--- src/rtl/scalar_reg_host_bridge.sv ---
// rtl/scalar_reg_host_bridge.sv - byte-stream command bridge driving the scalar register port
//
// Parses command frames arriving on a valid/ready byte stream and turns them
// into single-cycle register writes or register reads. Read data is returned
// MSB first on a valid/ready byte stream. Only one command is in flight at a
// time; in_ready is low while a write commits or a read is being answered.
//
// Frame format: header byte [7:4] opcode, [3:0] address.
//   opcode 0x1 WRITE : header followed by NBYTES data bytes, MSB first
//   opcode 0x2 READ  : header only; NBYTES response bytes follow on out_*
//   anything else    : one-cycle err pulse, frame dropped
//
// Ports:
//   clk, rst_n              clock (rising edge), asynchronous active-low reset
//   in_valid/in_ready/in_data     command byte stream
//   out_valid/out_ready/out_data  response byte stream
//   we/write_addr/write_data      single-cycle register write strobe
//   read_addr/read_data           register read (read_data combinational)
//   err                           one-cycle protocol/address error pulse

module scalar_reg_host_bridge #(
  parameter int WIDTH       = 16,
  parameter int NUM_SCALARS = 4
) (
  input  logic                           clk,
  input  logic                           rst_n,
  input  logic                           in_valid,
  output logic                           in_ready,
  input  logic [7:0]                     in_data,
  output logic                           out_valid,
  input  logic                           out_ready,
  output logic [7:0]                     out_data,
  output logic                           we,
  output logic [3:0]                     write_addr,
  output logic [WIDTH-1:0]               write_data,
  output logic [$clog2(NUM_SCALARS)-1:0] read_addr,
  input  logic [WIDTH-1:0]               read_data,
  output logic                           err
);

  localparam int NBYTES = WIDTH / 8;
  localparam int AW     = $clog2(NUM_SCALARS);
  localparam int CW     = $clog2(NBYTES + 1);

  localparam logic [3:0] OP_WRITE = 4'h1;
  localparam logic [3:0] OP_READ  = 4'h2;

  typedef enum logic [2:0] {
    S_IDLE,
    S_WDATA,
    S_WCOMMIT,
    S_RLAT,
    S_RRESP
  } state_t;

  state_t          state;
  logic [3:0]      hdr_addr;
  logic [CW-1:0]   cnt;
  // Shared between write-data assembly and read-response serialisation;
  // the two uses never overlap because only one frame is in flight.
  logic [WIDTH-1:0] shreg;

  logic             in_fire;
  logic             out_fire;
  logic             addr_ok;
  logic             last_byte;
  logic [WIDTH-1:0] shreg_in;
  logic [WIDTH-1:0] shreg_shl;

  assign in_fire   = in_valid && in_ready;
  assign out_fire  = out_valid && out_ready;
  // Full 4-bit header address is range checked, so aliases above
  // NUM_SCALARS-1 are rejected rather than wrapped.
  assign addr_ok   = ({28'd0, hdr_addr} < NUM_SCALARS);
  assign last_byte = (cnt == CW'(NBYTES - 1));
  assign shreg_in  = (shreg << 8) | WIDTH'(in_data);
  assign shreg_shl = shreg << 8;

  always_ff @(posedge clk or negedge rst_n) begin
    if (!rst_n) begin
      state      <= S_IDLE;
      in_ready   <= 1'b0;
      out_valid  <= 1'b0;
      out_data   <= 8'h00;
      we         <= 1'b0;
      write_addr <= 4'h0;
      write_data <= '0;
      read_addr  <= '0;
      err        <= 1'b0;
      hdr_addr   <= 4'h0;
      cnt        <= '0;
      shreg      <= '0;
    end else begin
      // Strobes are single-cycle by construction.
      we  <= 1'b0;
      err <= 1'b0;

      case (state)
        S_IDLE: begin
          in_ready <= 1'b1;
          if (in_fire) begin
            hdr_addr <= in_data[3:0];
            cnt      <= '0;
            case (in_data[7:4])
              OP_WRITE: state <= S_WDATA;
              OP_READ: begin
                state     <= S_RLAT;
                in_ready  <= 1'b0;
                read_addr <= in_data[AW-1:0];
              end
              default: err <= 1'b1;
            endcase
          end
        end

        S_WDATA: begin
          if (in_fire) begin
            shreg <= shreg_in;
            cnt   <= cnt + CW'(1);
            if (last_byte) begin
              // Commit is registered here so we is high during WCOMMIT.
              state    <= S_WCOMMIT;
              in_ready <= 1'b0;
              if (addr_ok) begin
                we         <= 1'b1;
                write_addr <= hdr_addr;
                write_data <= shreg_in;
              end else begin
                err <= 1'b1;
              end
            end
          end
        end

        S_WCOMMIT: begin
          state    <= S_IDLE;
          in_ready <= 1'b1;
        end

        S_RLAT: begin
          // read_addr has been stable for a full cycle; sample the register.
          shreg     <= addr_ok ? read_data : '0;
          out_data  <= addr_ok ? read_data[WIDTH-1 -: 8] : 8'h00;
          out_valid <= 1'b1;
          err       <= !addr_ok;
          cnt       <= '0;
          state     <= S_RRESP;
        end

        S_RRESP: begin
          // out_data only moves on acceptance, so it is held while stalled.
          if (out_fire) begin
            shreg <= shreg_shl;
            cnt   <= cnt + CW'(1);
            if (last_byte) begin
              out_valid <= 1'b0;
              out_data  <= 8'h00;
              state     <= S_IDLE;
              in_ready  <= 1'b1;
            end else begin
              out_data <= shreg_shl[WIDTH-1 -: 8];
            end
          end
        end

        default: begin
          state    <= S_IDLE;
          in_ready <= 1'b0;
        end
      endcase
    end
  end

endmodule
--- config.mk ---
export PLATFORM = sky130hd
export DESIGN_NAME = scalar_reg_host_bridge
export DESIGN_NICKNAME = d
export VERILOG_FILES = /design/src/rtl/scalar_reg_host_bridge.sv
export SDC_FILE = /design/constraint.sdc
export NUM_CORES = 1
export LEC_CHECK = 0
export CAP_MARGIN = 5
export CORE_ASPECT_RATIO = 0.6
export CORE_MARGIN = 4
export CORE_UTILIZATION = 23
export CTS_BUF_LIST = sky130_fd_sc_hd__clkbuf_4 sky130_fd_sc_hd__clkbuf_8
export CTS_CLUSTER_DIAMETER = 100
export DETAILED_ROUTE_END_ITERATION = 10
export PLACE_DENSITY_LB_ADDON = 0.08
export SLEW_MARGIN = 0
export SYNTH_ARGS = -nofsm -noshare
export SYNTH_HDL_FRONTEND = slang
export SYNTH_SLANG_ARGS = --single-unit
--- constraint.sdc ---
create_clock -name clk -period 2.4 [get_ports clk]
set_clock_uncertainty 0.1 [all_clocks]
set_input_delay 0.48 -clock clk [delete_from_list [all_inputs] [get_ports clk]]
set_output_delay 0.48 -clock clk [all_outputs]
set_load 0.01 [all_outputs]
Yosys cells after proc, flatten, opt, wreduce, memory -nomap -nowiden --
Index checks and enable logic that the tools add are counted.
Cells by class: add/sub/neg operators 1, multiply operators 0, div/mod/pow operators 0, magnitude comparators 1, eq/ne operators 13, shift operators 0, multiplexer cells 38, bitwise logic cells 2, reductions and logical operators 17
Operators with widths (number):
- 8-bit two-way mux | 6
- 8-bit case mux with 3 select lines | 1
- 1-bit two-way mux | 16
- 16-bit by 8-bit OR with 16-bit output | 1
- 8-bit case mux with 2 select lines | 1
- 3-bit two-way mux | 5
- 3-bit case mux with 4 select lines | 1
- 2-bit inequality test (second input constant) | 5
- 3-bit AND reduction | 3
- 2-bit case mux with 4 select lines | 1
- 4-bit AND reduction | 2
- 3-bit by 2-bit equality test with 1-bit output (second input constant) | 2
- 2-bit two-way mux | 3
- 3-bit case mux with 2 select lines | 1
- 6-bit AND reduction | 1
- 1-bit case mux with 5 select lines | 1
- 5-bit AND reduction | 1
- 4-bit by 1-bit equality test with 1-bit output (second input constant) | 1
- 4-bit by 2-bit equality test with 1-bit output (second input constant) | 1
- 4-bit by 3-bit less-than comparator with 1-bit output (second input constant) | 1
- 2-bit AND reduction | 2
- 4-bit nonzero test | 1
- 3-bit by 1-bit equality test with 1-bit output (second input constant) | 1
- 3-bit equality test (second input constant) | 1
- 12 further kinds | 13
Storage, ports and cells: flip-flop bits (word level) 51, bits in latches 0, memory bits (writable) 0, ROM bits 0, input bits 28, output and inout bits 34, word-level logic and storage cells 84, memories 0

Logic depth before layout (Yosys ltp) --
depth in word-level cells 5, mapped depth 6, gate-level depth less buffers 5

Least setup slack after synthesis --
OpenSTA, ideal clock, no wires.
path kind reg-to-reg, from reg state[2], to reg write_data[6], setup time 125 ps, arrival 1702 ps, data required time 2175 ps, path slack 473 ps, cell stages (with the launch flop) 6, buffers on the path 2, clock period less this slack 1927 ps, cells stage by stage dfrtp_1 > or4b_1 > buf_4 > nor3_4 > buf_6 > mux2_2
On the way: word-level cells in the longest chain between the ends 2
Ends and longest elaborated chain:
- from (decl) | RTL line 56 | state_t state;
- from (signal assigned) | RTL line 81 | state <= S_IDLE;
- from (signal assigned) | RTL line 105 | OP_WRITE: state <= S_WDATA;
- from (signal assigned) | RTL line 107 | state <= S_RLAT;
- 3-bit by 1-bit equality test with 1-bit output | RTL line 98 | case (state)
- 4-bit AND reduction (no source line)
- to (signal assigned) | RTL line 127 | write_data <= shreg_in;
- to (decl) | RTL line 35 | output logic [WIDTH-1:0] write_data,
Every way passes these cells. A chain may end at the register's enable or synchronous reset.

Final worst setup path --
from in in_data[4], to reg read_addr[1]
On the way: word-level cells in the longest chain between the ends 2
Ends and longest elaborated chain:
- from (decl) | RTL line 29 | input logic [7:0] in_data,
- 4-bit by 2-bit equality test with 1-bit output | RTL line 104 | case (in_data[7:4])
- 3-bit AND reduction (no source line)
- to (signal assigned) | RTL line 109 | read_addr <= in_data[AW-1:0];
- to (decl) | RTL line 36 | output logic [$clog2(NUM_SCALARS)-1:0] read_addr,
Every way passes these cells.

==> impl_summary.txt <==
----------------------------------------------------
[Global routing]
  First-pass GRT wire length ... 10,600 microns
  Largest net degree at the start of global routing ... 52
  Via count of the first global-routing pass ... 1,886
  Gr ovfl total ... 0
  Total global routing track utilization ... 11.3%
  Initial antenna violation count ... 0

[Logic synthesis]
  Syn_nets ... 224
  Yosys warning count ... 0
  Syn Std Cell Area ... 0.00245 sq mm
  Main flop type after synthesis ... dfrtp_1
  Mapped Cells ... 195
  Seq/Total Area, Yosys ... 52.1%
  Syn avg cell area ... 12.6 sq um
  Yosys cell types ... 46
  Number of enable-type register cells in the synthesized netlist ... 0
  Synth Register Bits ... 51
  Proportion of register bits with asynchronous set or reset after synthesis ... 100%

[Routing]
  Post-route DRC violation count ... 0
  DRC violation total after the first TritonRoute iteration ... 50
  Via/cell ratio ... 4.44
  Number of nets with antenna violations after detailed routing ... 0
  Vias after detailed routing ... 1,803
  Average wire per cell in the routed design ... 16.7 microns
  Pre-antenna DRT Iters ... 4
  Routed wire length ... 6780 microns

[Worst setup path]
  Max Fanout on Critical Path ... 3
  Startpoint kind of the worst setup timing path ... primary input
  Endpoint arrival time on the critical path ... 2.26 ns
  Reg2reg end ... write_data[14]
  Crit path capture ... read_addr[1]
  R2R Setup Slk ... 0.36 ns
  Number of cells on the worst reg-to-reg path ... 4
  Launching instance or port of the critical path ... in_data[4]
  Critical path capture point type ... register
  Critical setup path kind ... primary input to register
  Critical path data required time ... 2.50 ns
  Launch point of the worst reg-to-reg path ... state[2]

[CTS]
  Clk Tree Root Cell ... clkbuf_8
  Clock sink count ... 51
  Setup bufs post-CTS ... 0
  Clock slew at reported path FFs ... 0.09 ns
  Maximum level of the CTS H-tree ... 2
  Number of cells upsized or downsized after cts ... 0
  Later-pin clock latency in the skew report ... 0.31 ns
  Maximum buffer depth of the clock tree ... 2
  Number of buffers created by CTS ... 5
  Clock tree from TritonCTS ... yes
  Cts hold-fix bufs ... 0

[STA]
  Post-route clock period utilization ... 90.0%
  Transition time at the pin with the least slew margin ... 0.741 ns
  Final count of pins violating max slew ... 0
  Final hold viol count ... 0
  Minimum period implied by the final worst setup slack ... 2.16 ns
  F_max ... 463 MHz
  Final WS setup ... 0.241 ns
  Max-slew headroom ... 50.4%
  Worst hold margin ... 0.181 ns
  Final setup violation count ... 0
  RSZ-0062 raised after global routing ... false

[Power]
  Maximum VDD drop ... 0.314 mV
  Clk pwr share ... 17.3%
  P_leak ... 1.45 nW
  Part of the total power dissipated in sequential elements ... 42.8%
  Share of total power in combinational logic ... 39.8%
  Switching power ... 1.06 mW
  PD cells ... 944 mW/mm^2
  Internal power consumption ... 2.17 mW
  Switching share of power ... 32.8%

[Layout]
  Final core occ ... 33.7%
  Fraction of layout cells with a size suffix above 1 ... 27.3%
  Antenna fix cells ... 0
  P&R area growth vs syn ... 39.4%
  Fill cells ... 1,017
  NumNets Final ... 299
  Area of all placed cells without fillers ... 0.00342 sq mm

[Die]
  Boundary pin count ... 62
  Effective utilization at floorplan ... 24.2%
  Die Area ... 0.0124 sq mm
  Die boundary height ... 88.0 microns
  FP Rows ... 28
  Die W ... 141 microns
  Core box area ... 0.0101 sq mm

[Run status]
  Result of the run ... finished, final reports clean

[Flow run]
  Total of max-cap violations ... 0

[Place]
  IO buf count ... 61
  Estimated wirelength of the detail-placed design ... 5040 microns
  Worst Setup Slack post-DPL ... -0.0785 ns
  Instance area after placement ... 0.00331 sq mm
  Global placer's final weighted congestion ... 0.721

[Worst hold path]
  Min-Delay Path Class ... primary input to asynchronous set/reset pin

----------------------------------------------------
cells in the final DEF (no fill, tap or decap), types with 2 or more instances in the layout:
master and count:
clkdlybuf4s50_1 60, dfrtp_1 51, mux2_2 39, buf_4 19, nand2_1 13, inv_1 10
o32ai_1 8, a32o_1 8, clkbuf_8 7, nor2_1 4, a21oi_1 4, nand3b_1 3
nor2b_1 3, xnor2_1 2, nor3_1 2, nand3_1 2, mux2_1 2, o211ai_1 2
a21boi_0 2, o21ai_0 2, and4b_1 2
flip-flops by register name, indices dropped and copies added, names as in the netlist:
signal	count
err	1
read_addr	2
out_valid	1
write_addr	4
write_data	16
state	3
shreg	8
cnt	2
we	1
in_ready	1
out_data	8
hdr_addr	4
per-layer routing:
metal | global-route usage (%) | wire length (microns)
met2 | 14.8 | 2570
met1 | 17.3 | 3750
met4 | 2.37 | 34
met3 | 4.04 | 416
met5 | 0 | 0
kinds of logic after synthesis:
logic type	share of synthesized area (%)
AO/OA/AOI/OAI	11.7
XOR/XNOR	0.715
adder cells (fa/ha/maj)	0.510
buffers and inverters	4.59
flip-flops	52.1
multiplexers	19.2
AND/OR/NAND/NOR	11.2
metrics by stage:
step / setup TNS [ns] / instances / total power [mW]
final: 0 / 406 / 3.22
after global routing: 0 / 406 / 3.47
after CTS: 0 / 406 / 3.29
after floorplan: 0 / 195 / 2.04
after global placement: -0.0339 / 398 / 2.72
after detailed placement: -0.157 / 398 / 2.70
cell type report:
class	instances	area [sq um]	area share (%)
flip-flops and latches	51	1280	37.3
multi-input cells	121	1060	31.1
repair buffers	81	768	22.5
well taps	135	169	4.94
clock buffers	7	96.3	2.82
inverters	10	37.5	1.10
clock inverters	1	7.51	0.220
power groups by stage:
stage | sequential (mW) | combinational, mW | clock, mW
after floorplan | 1.38 | 0.660 | 0
after global placement | 1.41 | 1.31 | 0
after detailed placement | 1.41 | 1.30 | 0
after CTS | 1.39 | 1.30 | 0.593
after global routing | 1.44 | 1.41 | 0.624
final | 1.38 | 1.28 | 0.559
worst min path at each step:
stage                                to  slack (ns)           from  depth (start not counted)
final                     write_data[0]        0.18          rst_n                          2
after detailed placement  write_data[3]        0.38  write_data[3]                          1
after CTS                 write_data[0]        0.21          rst_n                          2
after floorplan                  cnt[0]        0.08          rst_n                          0
after global placement    write_data[3]        0.37  write_data[3]                          1
after global routing      write_data[0]        0.23          rst_n                          2
critical path, cell delays in order:
cell,delay [ns]
clkdlybuf4s50_1,0.43
nor4b_1,0.39
buf_4,0.19
nor3b_1,0.38
mux2_2,0.38
cell usage after synthesis, types with 2 or more instances:
cell	instances	area (sq um)
nor2_1	4	15.0
buf_2	3	15.0
o21ai_0	2	10.0
inv_1	10	37.5
nand2_1	13	48.8
a32o_1	8	80.1
mux2_1	2	22.5
mux2_2	39	439
xnor2_1	2	17.5
dfrtp_1	51	1280
nor2b_1	3	18.8
o211ai_1	2	15.0
buf_6	2	22.5
nand3b_1	3	22.5
clkbuf_1	4	15.0
o32ai_1	8	70.1
nand3_1	2	10.0
buf_1	2	7.51
a21boi_0	2	15.0
a21oi_1	4	20.0
and4b_1	2	20.0
nor3_1	2	10.0
buf_4	2	15.0
(Power assumes the default switching activity.)
==> RTL change 1: new RTL, same flow settings <==
Reset style: synchronous (`rst_n`), changed in one clocked block. Comments in the files are not updated.
--- a/src/rtl/scalar_reg_host_bridge.sv
+++ b/src/rtl/scalar_reg_host_bridge.sv
@@ -78,3 +78,3 @@
 
-  always_ff @(posedge clk or negedge rst_n) begin
+  always_ff @(posedge clk) begin
     if (!rst_n) begin
Behaviour: differs if rst_n is asserted again (counterexample within 4 cycles, from zero or initial values and one cycle with rst_n low); with rst_n held inactive, the same outputs for 10 cycles.
==> RTL change 1 against the original RTL <==
- utilization fell by 0.67 points
- synthesized cell count rose by 41%
- critical path depth fell by 4
- sequential cell count did not move
- synthesized area rose by 0.31%
- wire length rose by 35%
- worst setup slack improved by 0.12 ns
- sequential share of layout area fell by 6.9 points
- first-iteration DRC count rose to 2.6 times the old value
- final area fell by 2.0%
- largest cell class is now multi-input combinational cells
- highest routed layer unchanged
Power is not compared: it rests on default switching activity, and its combinational part moved more than twofold at a synthesized area within 25%.
==> RTL change 1: results (changes against the original RTL) <==
Outcome
The run finished with clean final reports.

Logic synthesis
The post-synthesis sequential area ratio is 41.5% (-11 points). Among all flip-flop cells after synthesis, the most frequent one is sky130_fd_sc_hd__dfxtp_1. The share of flip-flops with an asynchronous set or reset is 0% (-100 points). By area the synthesized netlist is led by sky130_fd_sc_hd__dfxtp_1 (42%), sky130_fd_sc_hd__a21oi_1 (5.7%), sky130_fd_sc_hd__nand4_1 (5.1%), sky130_fd_sc_hd__a211oi_1 (4.9%), sky130_fd_sc_hd__nand3_1 (4.7%).

After synthesis, the most frequently instantiated cells are sky130_fd_sc_hd__dfxtp_1 (51), sky130_fd_sc_hd__a21oi_1 (28), sky130_fd_sc_hd__nand3_1 (23), sky130_fd_sc_hd__nand4_1 (20), sky130_fd_sc_hd__a211oi_1 (16). The net count after synthesis came to 304 (+36%). The number of standard cells after synthesis was 275 (+41%).

Critical path
The startpoint identified for the worst register-to-register timing path is state[0]$_SDFFE_PN0P_.

Cells and area
The filler cell count was 1049 (+3.1%). The non-clock buffer area fraction after layout is 23.3% (+0.83 points). The fraction of area in clock buffers and inverters came to 2.50% (-0.54 points). The number of signal-net buffers in the layout is 82 (+1.2%). The count of multi-input combinational gates is 191 (+58%). The sequential standard cell area is 0.00102 sq mm (-20%). The share of cell area taken by flip-flops and latches is 30.5% (-6.9 points). The area taken by multi-input logic gates is 0.00128 sq mm (+21%). The post-route core utilization came to 33.1% (-0.67 points).

The inverter count is 3 (-7). The fraction of final layout cells sized beyond drive strength 1 is 11.6% (-16 points).

Global route
The met2 track utilization from global routing came to 19.8% (+5.0 points). The pin count of the biggest net entering global routing was 27 (-48%). The routing usage on met1 is 24.0% (+6.7 points).

Detailed routing
The met1 wire length came to 5030 microns (+34%). The first-pass iteration count of the detailed router is 5 (+1). The via-per-instance ratio came to 5.27 (+19%). The number of violations reported at the end of detailed-routing iteration 0 is 132 (+160%). The wire length per cell after detailed routing came to 19.5 microns (+17%).

The wire length on met2 is 3390 microns (+32%).

Place
The post-placement setup slack came to 0.166 ns (+0.244 ns). The total half-perimeter wirelength after legalization and detailed placement is 6560 microns (+30%). The final weighted congestion in routability-driven placement came to 0.798 (+11%).

Min path
The type of the tightest min-delay check is flip-flop to flip-flop.
-- RTL change 1: cell types whose count changed in the layout (fill, tap and decap cells not counted), sizes merged, moves of 21 or more --
| cell | change |
|---|---|
| dfrtp | -51 |
| a21oi | +24 |
| dfxtp | +51 |
| nand3 | +21 |
| mux2 | -41 |
| o21ai | +21 |
-- RTL change 1: cell families (layout without fill, tap and decap cells) --
family                   Yosys count  after routing  share of synthesized area [%]
AND/OR/NAND/NOR                   81             81                           21.4
XOR/XNOR                           2              2                          0.713
buffers and inverters             33             93                           6.36
flip-flops                        51             51                           41.5
adder cells (fa/ha/maj)            1              1                          0.509
multiplexers                       3              3                           1.22
AO/OA/AOI/OAI                    104            104                           28.3
-- RTL change 1: worst paths after layout --
check | cells after the start | to | slack [ns]
setup reg to reg | 5 | shreg[2]$_SDFFE_PN0P_ | 0.37
hold reg to reg | 2 | cnt[1]$_SDFFE_PN0P_ | 0.37
setup / recovery | 1 | in_ready | 0.36
hold / removal | 2 | cnt[1]$_SDFFE_PN0P_ | 0.37
==> RTL change 2: new RTL, same flow settings <==
Without the edit above. Change the parameter `WIDTH` from 16 to 8.
--- a/src/rtl/scalar_reg_host_bridge.sv
+++ b/src/rtl/scalar_reg_host_bridge.sv
@@ -21,3 +21,3 @@
 module scalar_reg_host_bridge #(
-  parameter int WIDTH       = 16,
+  parameter int WIDTH       = 8,
   parameter int NUM_SCALARS = 4
Ports: changed (resized read_data and write_data); port bits go from 62 to 46. The function was not compared with the original's and may differ.
==> RTL change 2 against the original RTL <==
- wire length shrank 45%
- first-iteration DRC count shrank 6.0%
- non-clock buffer count shrank 32
- power shrank 30%
- synthesized area shrank 38%
- final area shrank 36%
- critical endpoint unchanged
- worst setup slack gained 0.094 ns
- critical path depth shrank 1
- fmax grew 4.6%
- sequential power shrank 34%
- count of clock-buffer cells in the layout is the same
- sequential cell count shrank 17
- die area shrank 35%
- largest cell class unchanged
==> RTL change 2: results (changes against the original RTL) <==
Logic synthesis
The net count after synthesis was 143 (-36%). The number of distinct library cells after synthesis is 37 (-20%). The average cell area after synthesis was 12.4 sq um (-1.5%). The post-synthesis sequential area ratio is 55.9% (+3.8 points). After synthesis, the cell types taking the most area are sky130_fd_sc_hd__dfrtp_1 (56%), sky130_fd_sc_hd__mux2_2 (13%), sky130_fd_sc_hd__nand4_1 (3.3%), sky130_fd_sc_hd__o21ai_0 (3.3%), sky130_fd_sc_hd__inv_1 (3.0%).

The commonest cells after synthesis are sky130_fd_sc_hd__dfrtp_1 (34), sky130_fd_sc_hd__mux2_2 (17), sky130_fd_sc_hd__inv_1 (12), sky130_fd_sc_hd__o21ai_0 (10), sky130_fd_sc_hd__nand4_1 (8).

Critical path
The cell count of the worst reg-to-reg path is 3 (-1). The endpoint identified for the worst register-to-register timing path is write_data[5]$_DFFE_PN0P_. The setup slack of the most critical reg-to-reg path came to 0.55 ns (+0.19 ns). The largest individual stage delay along the critical path comes from the cell sky130_fd_sc_hd__or4b_4. The largest stage delay on the critical path is 0.59 ns (+0.16 ns).

Global route
The met2 track utilization from global routing is 12.0% (-2.8 points). The total routing usage reported by global routing is 9.80% (-1.5 points). The met3 usage in global routing came to 4.02% (-0.020 points). The routing usage on met1 came to 15.3% (-2.0 points).

Place
The area after detailed placement came to 0.00207 sq mm (-38%). The final weighted congestion in routability-driven placement is 0.753 (+4.5%). The count of input and output buffers is 45 (-26%). The post-placement setup slack is 0.0354 ns (+0.114 ns). The total instance count after detailed placement is 250 (-37%). The total half-perimeter wirelength after legalization and detailed placement is 2770 microns (-45%).

Timing
The final hold slack is 0.183 ns (+0.00190 ns). The time the worst path needs with I/O delays and setup is 2.06 ns (-0.0943 ns).

Power and ir drop
The net switching power came to 671 uW (-37%). The internal power of the cells is 1600 uW (-26%). The sequential logic power came to 915 uW (-34%). The worst IR drop on VDD is 0.401 mV (+28%).

Cells and area
The largest registers in the layout are out_data x8, write_data x8. The number of non-filler instances in the completed layout is 258 (-36%).

Outcome
The run finished with clean final reports.

Detailed routing
The number of violations reported at the end of detailed-routing iteration 0 is 47 (-6.0%). The via-per-instance ratio is 4.32 (-2.7%). The wire length per cell after detailed routing is 14.4 microns (-14%).
==> RTL change 2: cell types whose count changed after synthesis, sizes merged, moves of 3 or more <==
cell,delta
a32o,-7
and2,+3
buf,-5
dfrtp,-17
mux2,-24
nand2,-12
nand4,+8
nor3,-3
o21ai,+7
o32ai,-8
==> RTL change 2: metal layers <==
metal / part of all wire (%) / up-vias
li1: - / 546
met3: 7.5 / 5
met5: 0 / -
met1: 55 / 529
met2: 37 / 35
met4: 0.67 / 0
==> RTL change 2: layout make-up <==
class                      count  area [sq um]
inverter                      12          45.0
clock inverter                 1          30.0
sequential                    34           851
fill                         623          4100
timing repair buffer          49           475
tap                           84           105
clock buffer                   7          83.8
multi-input combinational     71           591
==> RTL change 2: cell families (layout without fill, tap and decap cells) <==
logic type                Yosys count  in the layout  synth area share [%]
xor gates and xnor gates            1              1                 0.575
muxes                              18             18                  13.2
DFF                                34             34                  55.9
and+or+nand+nor                    28             28                  14.5
buffers and inverters              18             69                  5.34
AOI/OAI and AO/OA                  24             24                  10.4
